File: src/rtl/down_counter_if.sv
// Control and status bundle for down_counter. The controller (master) drives the
// control strobes; the counter (slave) returns its registered count and status.
interface down_counter_if #(
   parameter int COUNTER_WIDTH = 5
);
   // Control strobes are level-sampled on every rising clock edge that sees
   // clock_enable=1. There is no valid/ready pairing: the counter accepts a strobe
   // on the enabled edge that samples it. A strobe held for several enabled edges
   // is seen again on each of them, and an earlier command overrides a later one
   // in this order: load_enable, abort, start.
   logic                     clock_enable;
   logic                     load_enable;
   logic [COUNTER_WIDTH-1:0] load_value;
   logic                     start;
   logic                     abort;
   logic [COUNTER_WIDTH-1:0] iterator;
   logic                     busy;
   logic                     done;
   logic                     terminal;

   modport master (
      output clock_enable, load_enable, load_value, start, abort,
      input  iterator, busy, done, terminal
   );

   modport slave (
      input  clock_enable, load_enable, load_value, start, abort,
      output iterator, busy, done, terminal
   );
endinterface

File: src/rtl/down_counter.sv
// Loadable down counter with an IDLE/RUN/DONE sequencer, optional auto-reload
// from the last loaded value, and clock-enable gating of all state.
module down_counter #(
   parameter int COUNTER_WIDTH = 5,
   parameter bit AUTO_RELOAD   = 1'b0
) (
   input  logic                 clock,
   input  logic                 reset,
   down_counter_if.slave        bus,
   output logic [1:0]           state_debug
);

   typedef enum logic [1:0] {
      IDLE = 2'd0,
      RUN  = 2'd1,
      DONE = 2'd2
   } state_t;

   localparam logic [COUNTER_WIDTH-1:0] ZERO = '0;
   localparam logic [COUNTER_WIDTH-1:0] ONE  = {{(COUNTER_WIDTH-1){1'b0}}, 1'b1};

   state_t                   state_q;
   logic [COUNTER_WIDTH-1:0] iterator_q;
   logic [COUNTER_WIDTH-1:0] reload_q;

   always_ff @(posedge clock or negedge reset) begin
      if (!reset) begin
         state_q    <= IDLE;
         iterator_q <= ZERO;
         reload_q   <= ZERO;
      end else if (bus.clock_enable) begin
         if (bus.load_enable) begin
            iterator_q <= bus.load_value;
            reload_q   <= bus.load_value;
            state_q    <= IDLE;
         end else if (bus.abort && (state_q != IDLE)) begin
            state_q <= IDLE;
         end else begin
            case (state_q)
               IDLE: begin
                  // A zero count skips RUN and still produces its done pulse.
                  if (bus.start) begin
                     state_q <= (iterator_q != ZERO) ? RUN : DONE;
                  end
               end
               RUN: begin
                  if (iterator_q != ZERO) begin
                     iterator_q <= iterator_q - ONE;
                     if (iterator_q == ONE) begin
                        state_q <= DONE;
                     end
                  end else begin
                     state_q <= DONE;
                  end
               end
               DONE: begin
                  if (AUTO_RELOAD && (reload_q != ZERO)) begin
                     iterator_q <= reload_q;
                     state_q    <= RUN;
                  end else begin
                     state_q <= IDLE;
                  end
               end
               default: state_q <= IDLE;
            endcase
         end
      end
   end

   assign bus.iterator = iterator_q;
   assign bus.busy     = (state_q == RUN);
   assign bus.done     = (state_q == DONE);
   assign bus.terminal = (iterator_q == ZERO);
   assign state_debug  = state_q;

endmodule

File: src/flat_wrapper.sv
// flat-port wrapper written by rule: the top's interface ports become plain ports
module down_counter_flat 
#(
   parameter int COUNTER_WIDTH = 5,
   parameter bit AUTO_RELOAD   = 1'b0
)
  (clock, reset, state_debug, bus_clock_enable, bus_load_enable, bus_load_value, bus_start, bus_abort, bus_iterator, bus_busy, bus_done, bus_terminal);
  down_counter_if #(.COUNTER_WIDTH(COUNTER_WIDTH)) bus_i ();
  input  logic clock;
  input  logic reset;
  output logic [1:0] state_debug;
  input wire logic [$bits(bus_i.clock_enable)-1:0] bus_clock_enable;
  input wire logic [$bits(bus_i.load_enable)-1:0] bus_load_enable;
  input wire logic [$bits(bus_i.load_value)-1:0] bus_load_value;
  input wire logic [$bits(bus_i.start)-1:0] bus_start;
  input wire logic [$bits(bus_i.abort)-1:0] bus_abort;
  output wire logic [$bits(bus_i.iterator)-1:0] bus_iterator;
  output wire logic [$bits(bus_i.busy)-1:0] bus_busy;
  output wire logic [$bits(bus_i.done)-1:0] bus_done;
  output wire logic [$bits(bus_i.terminal)-1:0] bus_terminal;
  assign bus_i.clock_enable = bus_clock_enable;
  assign bus_i.load_enable = bus_load_enable;
  assign bus_i.load_value = bus_load_value;
  assign bus_i.start = bus_start;
  assign bus_i.abort = bus_abort;
  assign bus_iterator = bus_i.iterator;
  assign bus_busy = bus_i.busy;
  assign bus_done = bus_i.done;
  assign bus_terminal = bus_i.terminal;
  down_counter #(.COUNTER_WIDTH(COUNTER_WIDTH), .AUTO_RELOAD(AUTO_RELOAD)) u_core (.clock(clock), .reset(reset), .bus(bus_i), .state_debug(state_debug));
endmodule
File: config.mk
export PLATFORM = sky130hd
export DESIGN_NAME = down_counter_flat
export DESIGN_NICKNAME = d
export VERILOG_FILES = /design/src/rtl/down_counter_if.sv /design/src/rtl/down_counter.sv /design/src/flat_wrapper.sv
export SDC_FILE = /design/constraint.sdc
export NUM_CORES = 1
export LEC_CHECK = 0
export ABC_AREA = 1
export BUFFER_PORTS_ARGS = -buffer_cell sky130_fd_sc_hd__buf_2
export CAP_MARGIN = 10
export CORE_AREA = 2 2 39 41
export DETAILED_ROUTE_END_ITERATION = 12
export DIE_AREA = 0 0 41 43
export PLACE_DENSITY = 0.7
export SETUP_SLACK_MARGIN = 0.2
export SYNTH_ARGS = -nofsm -noshare
export SYNTH_HDL_FRONTEND = slang
export SYNTH_SLANG_ARGS = --single-unit
File: constraint.sdc
create_clock -name clock -period 1.57 [get_ports clock]
set_clock_uncertainty 0.2 [all_clocks]
set_input_delay 0.0785 -clock clock [delete_from_list [all_inputs] [get_ports clock]]
set_output_delay 0.0785 -clock clock [all_outputs]
set_load 0.005 [all_outputs]
# Word-level counts from Yosys, hierarchy flattened
# Index checks and enable logic that the tools add are counted.
# word_totals
register_bits	7
input_bits	11
output_inout_bits	10
wordCells	29
# op_classes
add_sub_neg	1
n_eq_ne	6
n_mux	11
n_reduce_logical	9
# op_table
op	n
5-bit two-way mux	4
2-bit two-way mux	6
2-bit nonzero test	3
5-bit by 1-bit == test with 1-bit output, second input constant	1
5-bit zero test	1
5-bit by 4-bit inequality test with 1-bit output, second input constant	1
5-bit nonzero test	1
5-bit by 1-bit subtractor with 5-bit output, second input constant	1
4-bit by 3-bit inequality test with 1-bit output, second input constant	1
2-bit one-hot mux with 2 select lines	1
4-bit AND reduction	1
3-bit AND reduction	1
2-bit by 1-bit == test with 1-bit output, second input constant	1
2-bit == test, second input constant	1
2-bit zero test	1
2-bit inequality test, second input constant	1
1-bit logical AND	1

# Depth between registers and ports, before layout
# Gate-level depths: netlist of run 1.
# logic_depth
word_depth	6
mapped_depth	11
depth_no_buf	11

# Least setup slack after synthesis of run 1
# OpenSTA, ideal clock, no wires.
# synth_path
kind	reg-to-reg
from	register u_core.iterator_q[1], in the netlist u_core.bus.iterator[1]
to	register u_core.state_q[1], in the netlist u_core.state_debug[1]
setup_time_ps	117
arrival_ps	1101
required_time_ps	1253
setup_slack_ps	152
path_stages_with_launch	12
path_buffers	0
period_less_slack_ps	1418
path_cell_list	dfrtp_1 -> inv_1 -> ha_1 -> inv_1 -> nor2_1 -> nand2_1 -> nand3_1 -> nand2_1 -> nand2_2 -> nand2_2 -> nand2_1 -> nand2_1
# synth_between
elab_chain_cells	6
word_cells_on_any_way	10
cone_classes	2 x eq/ne; 6 x mux; 2 x reduce/logical
# synth_rtl
item	line	source
start: declaration	down_counter.sv:23	logic [COUNTER_WIDTH-1:0] iterator_q;
start signal: assignment	down_counter.sv:33	iterator_q <= bus.load_value;
start signal: assignment	down_counter.sv:48	iterator_q <= iterator_q - ONE;
start signal: assignment	down_counter.sv:58	iterator_q <= reload_q;
5-bit nonzero test	down_counter.sv:43, down_counter.sv:47	
2-bit two-way mux	down_counter.sv:43	state_q <= (iterator_q != ZERO) ? RUN : DONE;
2-bit two-way mux	down_counter.sv:42	if (bus.start) begin
2-bit one-hot mux with 2 select lines	down_counter.sv:39	case (state_q)
2-bit two-way mux	down_counter.sv:36	end else if (bus.abort && (state_q != IDLE)) begin
2-bit two-way mux	down_counter.sv:32	if (bus.load_enable) begin
end signal: assignment	down_counter.sv:43	
end: declaration	down_counter.sv:22	state_t state_q;
# Parallel ways exist; a longest one is shown, timed or not. The select of a mux whose other input is x is not followed.
# A chain may end at the register's enable or synchronous reset.

# Worst setup path after layout of run 1
# layout_path
from	register u_core.iterator_q[1], in the netlist u_core.bus.iterator[1]
to	register u_core.iterator_q[3], in the netlist u_core.bus.iterator[3]
# layout_between
elab_chain_cells	5
word_cells_on_any_way	8
cone_classes	1 x add/sub; 4 x mux; 3 x reduce/logical
# layout_rtl
item	line	source
5-bit by 1-bit subtractor with 5-bit output	down_counter.sv:48	
5-bit two-way mux	down_counter.sv:47	if (iterator_q != ZERO) begin
5-bit two-way mux	down_counter.sv:39	
5-bit two-way mux	down_counter.sv:36	
5-bit two-way mux	down_counter.sv:32	
# Parallel ways exist; a longest one is shown, timed or not. The select of a mux whose other input is x is not followed.

==> impl_results.md, run 1 <==
* Setup Viol. Count Final at 0
* Post-synth top area cell: dfrtp_1
* Design internal power at ~0.00071 W
* Root buffer cell: clkbuf_4
* Total grt overflow at 0
* Met2 wire length at 749 um
* Drt initial violations at 10
* Gr usage total at about 18%
* Dpl hpwl at roughly 1000 um
* Synthesized area at ~550 sq um
* Syn Area/Cell at approximately 6.7 sq um
* Gate Count Post-Synth at 83
* Top cells by area, synth: dfrtp_1 (32%), nand2_1 (22%), ha_1 (6.8%)
* Syn nets at 97
* I/O Buffers at 20
* Clk_lat worst skew at around 0.25 ns
* Antenna cells at 0
* Row Count at 14
* Share of the synthesized area in the top cell type at about a third
* Net switching power at between 0.0005 and 0.0006 W
* Initial antenna violation count at 0
* Max cap viols at 0
* Wirelength per Cell at approximately 11 um
* Layout cell share with drive strength beyond 1 at 39.7%
* CP Class: reg2reg
* Worst endpoint data arrival time at 1.47 ns
* Commonest non-fill, non-tap cell in the layout: nand2_1
* Vias in the first global route at roughly 600
* Core Footprint at around 0.0014 sq mm
* Maximum fanout along the worst path at 6
* Io pins at 21
* Peak VDD IR at approximately 0.00082 V
* Layout area overhead at 54.9%
* Placed Instance Area at ~670 sq um
* Minimum clock period after layout at about 1.5 ns
* DRT Pass-1 Iters at 4
* First-pass GRT wire length at around 2200 um
* Tcrit/Tclk final at a little over nine tenths
* HP Class: in2reg
* Switching part of the total at ~44%
* Leak Pwr at around 0.49 nW
* CTS Sinks at 7
* TritonCTS buffer count at 3
* Worst setup EP type: flop
* Worst-path clk slew at ~0.060 ns
* Commonest non-fill, non-tap cells in the layout: nand2_1 (32), buf_2 (20), dlygate4sd3_1 (8)
* Worst Max-Slew Pin Slew at between 0.3 and 0.4 ns
* Largest net degree at the start of global routing at 10
* Synth warnings at 0
* DR DRC count at 0
* CTS H-tree depth at 1
* RSZ-0062 raised after global routing: yes
* Seq cells post-synth at 7
* Via Count at between 600 and 700
* Post-route ant nets at 0
* Slew margin rel. at 77.0%
* Final Cell Area at ~860 sq um
* Vias per cell at 4.66
* CTS max path bufs at 2
* Clock power share at 13.4%
* CTS tree: built
* Gpl congestion at ~0.8
* Critical path required time at 1.52 ns
* WL met1 at about 610 um
* Hold Vio Cnt, Final at 0
* Slew Limit Fails at 0
* Die W at approximately 41 um
* Top Layer Used: met4
* PD cells at 1460 mW/mm^2
* WL met3 at 92 um
* Reg power frac at 27.4%
* Worst hold margin at around 0.031 ns
* Wirelength, routed at ~1500 um
* F_max at 0.656 GHz
* Comb pwr share at 59.2%
* Status: completed
* Critical path launch point type: flop
* Seq/Total Area, Yosys at between 30% and 40%
* Initial Util at roughly two fifths
* # nets final at between 100 and 150
* Cell variety after synth at 18
* Die Y at roughly 43 um
* Die area at 0.00176 sq mm
per-stage QoR:
step	utilization, %	instances	worst slack, ns	total power (W)	setup TNS, ns
2_1_floorplan	-	83	0.179	0.000730	0
3_3_place_gp	48.4	118	0.0825	0.000908	0
3_5_place_dp	48.4	118	0.0622	0.000922	0
4_1_cts	58.4	133	0.0847	0.00117	0
5_1_grt	62.0	137	-0.0301	0.00138	-0.181
6_report	62.0	137	0.0465	0.00125	0
metal layers:
layer	vias to the layer above	track usage (%)
met5	-	0
met4	0	6.67
met3	2	8.90
met2	24	31.6
met1	283	17.8
li1	330	-
kinds of logic after synthesis:
group                    synth area share (%)
XOR/XNOR                                 3.16
AO/OA/AOI/OAI                            4.51
adder cells (fa/ha/maj)                  6.77
flip-flops                               31.6
buffers and inverters                    9.03
AND/OR/NAND/NOR                          44.9
registers in the layout, indices dropped and copies added (netlist names):
register	count
u_core.bus.iterator	5
u_core.state_debug	2
area by class of cell:
class                           count  area (sq um)
Multi-Input combinational cell     63           357
Timing Repair Buffer               35           233
Fill cell                         130           526
Inverter                           12          47.5
Clock buffer                        4          26.3
Tap cell                           16          20.0
Sequential cell                     7           175
critical path, stage by stage, from the launching register on:
cell     delay (ns)
dfrtp_1        0.39
inv_2          0.09
buf_4          0.12
ha_4           0.14
nand3_4        0.08
nand3_2        0.07
nand2_2        0.06
nand2_4        0.11
inv_4          0.05
nand2_1        0.06
nand2_1        0.05
power by group through the flow:
stage / Sequential [W] / Combinational (W) / Clock (W)
3_3_place_gp: 0.000342 / 0.000565 / 0
5_1_grt: 0.000354 / 0.000838 / 0.000184
3_5_place_dp: 0.000344 / 0.000577 / 0
4_1_cts: 0.000336 / 0.000662 / 0.000172
6_report: 0.000343 / 0.000740 / 0.000168
2_1_floorplan: 0.000337 / 0.000394 / 0
synthesized netlist by cell type, drive strengths merged:
master  number
a21oi        1
buf          1
dfrtp        7
ha           3
inv         12
nand2       37
nand3        8
nor2         7
o21ai        4
or2          1
xnor2        1
xor2         1
path summary, 6_finish.rpt:
path	startpoint	endpoint	slack, ns	depth (start not counted)
max reg2reg	u_core.bus.iterator[1]	u_core.bus.iterator[3]	0.05	10
max in group asynchronous	reset	u_core.state_debug[0]	0.34	3
min reg2reg	u_core.state_debug[0]	u_core.state_debug[0]	0.33	2
min	bus_load_enable	u_core.bus.iterator[4]	0.03	5
max	u_core.bus.iterator[1]	u_core.bus.iterator[3]	0.05	10
min in group asynchronous	reset	u_core.bus.iterator[3]	0.58	3
what timing repair did:
item / 4_1_cts / 5_1_grt
pin swaps: 0 / 2
gates resized for setup: 3 / 4
buffers inserted: 3 / 4
gates cloned: 0 / 0
setup endpoints to repair: 8 / 8
hold buffers: 8 / 0
endpoints found under the hold margin: 14 / 0
Power figures use the tool's default switching activity.
==> run 2: changes to the inputs <==
==> constraint.sdc (replaced) <==
create_clock -name clock -period 1.57 [get_ports clock]
set_clock_uncertainty 0.2 [all_clocks]
set_input_delay 0.2355 -clock clock [delete_from_list [all_inputs] [get_ports clock]]
set_output_delay 0.2355 -clock clock [all_outputs]
set_load 0.005 [all_outputs]
==> run 2 against run 1 <==
  * Cell count is 5.8% lower
  * Global-route usage is 0.91 points higher
  * Die area stayed put
  * Maximum frequency is 2.2% lower
  * Cell area is 4.1% lower
  * Combinational power is 6.6% higher
  * Utilization is 2.5 points lower
  * Clock power is 2% lower
  * Worst hold slack better by 0.054 ns
  * Sequential share of layout area is 1.2 points higher
  * Critical path depth is 5 lower
  * Count of clock-buffer cells in the layout stayed put
==> impl_results.md, run 2 (synthesis gave the netlist of run 1 again) <==
* Die W at 41 um (unchanged)
* I/O Buffers at 20 (unchanged)
* F_max at 0.642 GHz (-2.2%)
* Gpl congestion at 0.803 (unchanged)
* Critical path required time at 1.13 ns (-0.39 ns)
* # nets final at 128 (-5.9%)
* Antenna cells at 0 (unchanged)
* Post-route ant nets at 0 (unchanged)
* Critical path launch point type: flop
* Worst setup EP type: primary output
* Setup Viol. Count Final at 0 (unchanged)
* PD cells at 1580 mW/mm^2 (+8.2%)
* Worst endpoint data arrival time at 1.12 ns (-0.35 ns)
* Post-route insts no fill at 129 (-5.8%)
* Hold Vio Cnt, Final at 0 (unchanged)
* Wirelength, routed at 1430 um (-1.8%)
* CP Class: reg2out
* Via Count at 608 (-4.9%)
* CTS max path bufs at 2 (unchanged)
* Final Cell Area at 823 sq um (-4.1%)
* Status: completed
* Worst hold margin at 0.0851 ns (+0.0541 ns)
* Slew Limit Fails at 0 (unchanged)
* Io pins at 21 (unchanged)
* Max reg flops at 5 (unchanged)
* CTS tree: built
* Max cap viols at 0 (unchanged)
* First-pass GRT wire length at 2240 um (+3.9%)
* Gr usage total at 19.3% (+0.91 points)
* Initial antenna violation count at 0 (unchanged)
* Leak Pwr at 0.456 nW (-6.1%)
* Layout area overhead at 48.5%
* Largest net degree at the start of global routing at 10 (unchanged)
* Drt initial violations at 16 (+6)
* Vias per cell at 4.71 (+1.0%)
* CTS H-tree depth at 1 (unchanged)
* Initial Util at 40.1% (unchanged)
* Die area at 0.00176 sq mm (unchanged)
* Commonest non-fill, non-tap cell in the layout: nand2_1
* Worst Max-Slew Pin Slew at 0.211 ns (-0.133 ns)
* DRT Pass-1 Iters at 4 (unchanged)
* HP Class: in2reg
* Total grt overflow at 0 (unchanged)
* Slew margin rel. at 85.9% (+8.9 points)
* Tcrit/Tclk final at 99.2% (+2.2 points)
* Root buffer cell: clkbuf_4
* Maximum fanout along the worst path at 3 (-3)
* TritonCTS buffer count at 3 (unchanged)
* Wirelength per Cell at 11.1 um (+4.2%)
* Core Footprint at 0.00138 sq mm (unchanged)
* CTS Sinks at 7 (unchanged)
* Post-Place Worst Slack at 0.0622 ns (unchanged)
* Placed Instance Area at 669 sq um (unchanged)
* Row Count at 14 (unchanged)
* Die Y at 43 um (unchanged)
* Tot Pwr at 0.00130 W (+3.8%)
* Layout cell share with drive strength beyond 1 at 47.8% (+8.1 points)
* Final setup margin at 0.0120 ns (-0.0345 ns)
* Minimum clock period after layout at 1.56 ns (+0.0345 ns)
* Worst-path clk slew at 0.05 ns (about the same)
* RSZ-0062 raised after global routing: yes
* Dpl hpwl at 1000 um (unchanged)
* Clk_lat worst skew at 0.25 ns (about the same)
* Vias in the first global route at 571 (-3.5%)
* Peak VDD IR at 0.000861 V (+5.0%)
* DR DRC count at 0 (unchanged)
* Commonest non-fill, non-tap cells in the layout: nand2_1 (28), buf_2 (19), nand2_2 (8)
* Cell Count Post-Placement at 118 (unchanged)
-- run 2: what timing repair did --
item / 4_1_cts / 5_1_grt
hold buffers: 1 / 0
endpoints found under the setup margin: 10 / 11
pin swaps: 8 / 2
setup buffers: 6 / 0
endpoints found under the hold margin: 7 / 0
resized for setup: 15 / 6
-- run 2: worst max-delay path, cell delays in order (launching register included) --
cell     delay (ns)
dfrtp_1        0.40
inv_2          0.09
ha_4           0.14
nand3_4        0.08
inv_2          0.07
buf_6          0.09
-- run 2: metal layers --
metal  part of all wire, %  global-route usage (%)
met5                     0                       0
met4                     0                    6.00
met3                   6.2                    7.85
met2                    53                    33.1
met1                    41                    20.1
-- run 2: final cells by class --
cell class,count,area [sq um]
multi-input combinational,63,377
clock buffer,4,26.3
fill,128,561
sequential,7,178
tap,16,20.0
inverter,12,50.0
timing repair buffer,27,173
-- run 2: report_power, final --
| group | leakage, nW | internal [W] | switching, W |
|---|---|---|---|
| registers | 0.0863 | 0.000253 | 0.0000918 |
| clock network | 0.0150 | 0.0000970 | 0.0000671 |
| logic | 0.355 | 0.000373 | 0.000416 |
| total | 0.456 | 0.000723 | 0.000575 |
-- run 2: worst paths after layout --
path	startpoint	cells past startpoint	end	slack, ns
min reg2reg	u_core.state_debug[0]	2	u_core.state_debug[0]	0.33
max reg2reg	u_core.bus.iterator[1]	12	u_core.state_debug[1]	0.03
max in group asynchronous	reset	2	u_core.bus.iterator[2]	0.85
min in group asynchronous	reset	2	u_core.bus.iterator[4]	0.15
min	bus_clock_enable	3	u_core.state_debug[0]	0.09
max	u_core.bus.iterator[0]	5	bus_terminal	0.01
-- run 2: per-stage QoR --
step                setup TNS, ns  utilization, %
finish                          0            59.5
global route               -0.451            59.5
CTS                             0            58.0
detailed placement              0            48.4
global placement                0            48.4
floorplan                       0               -
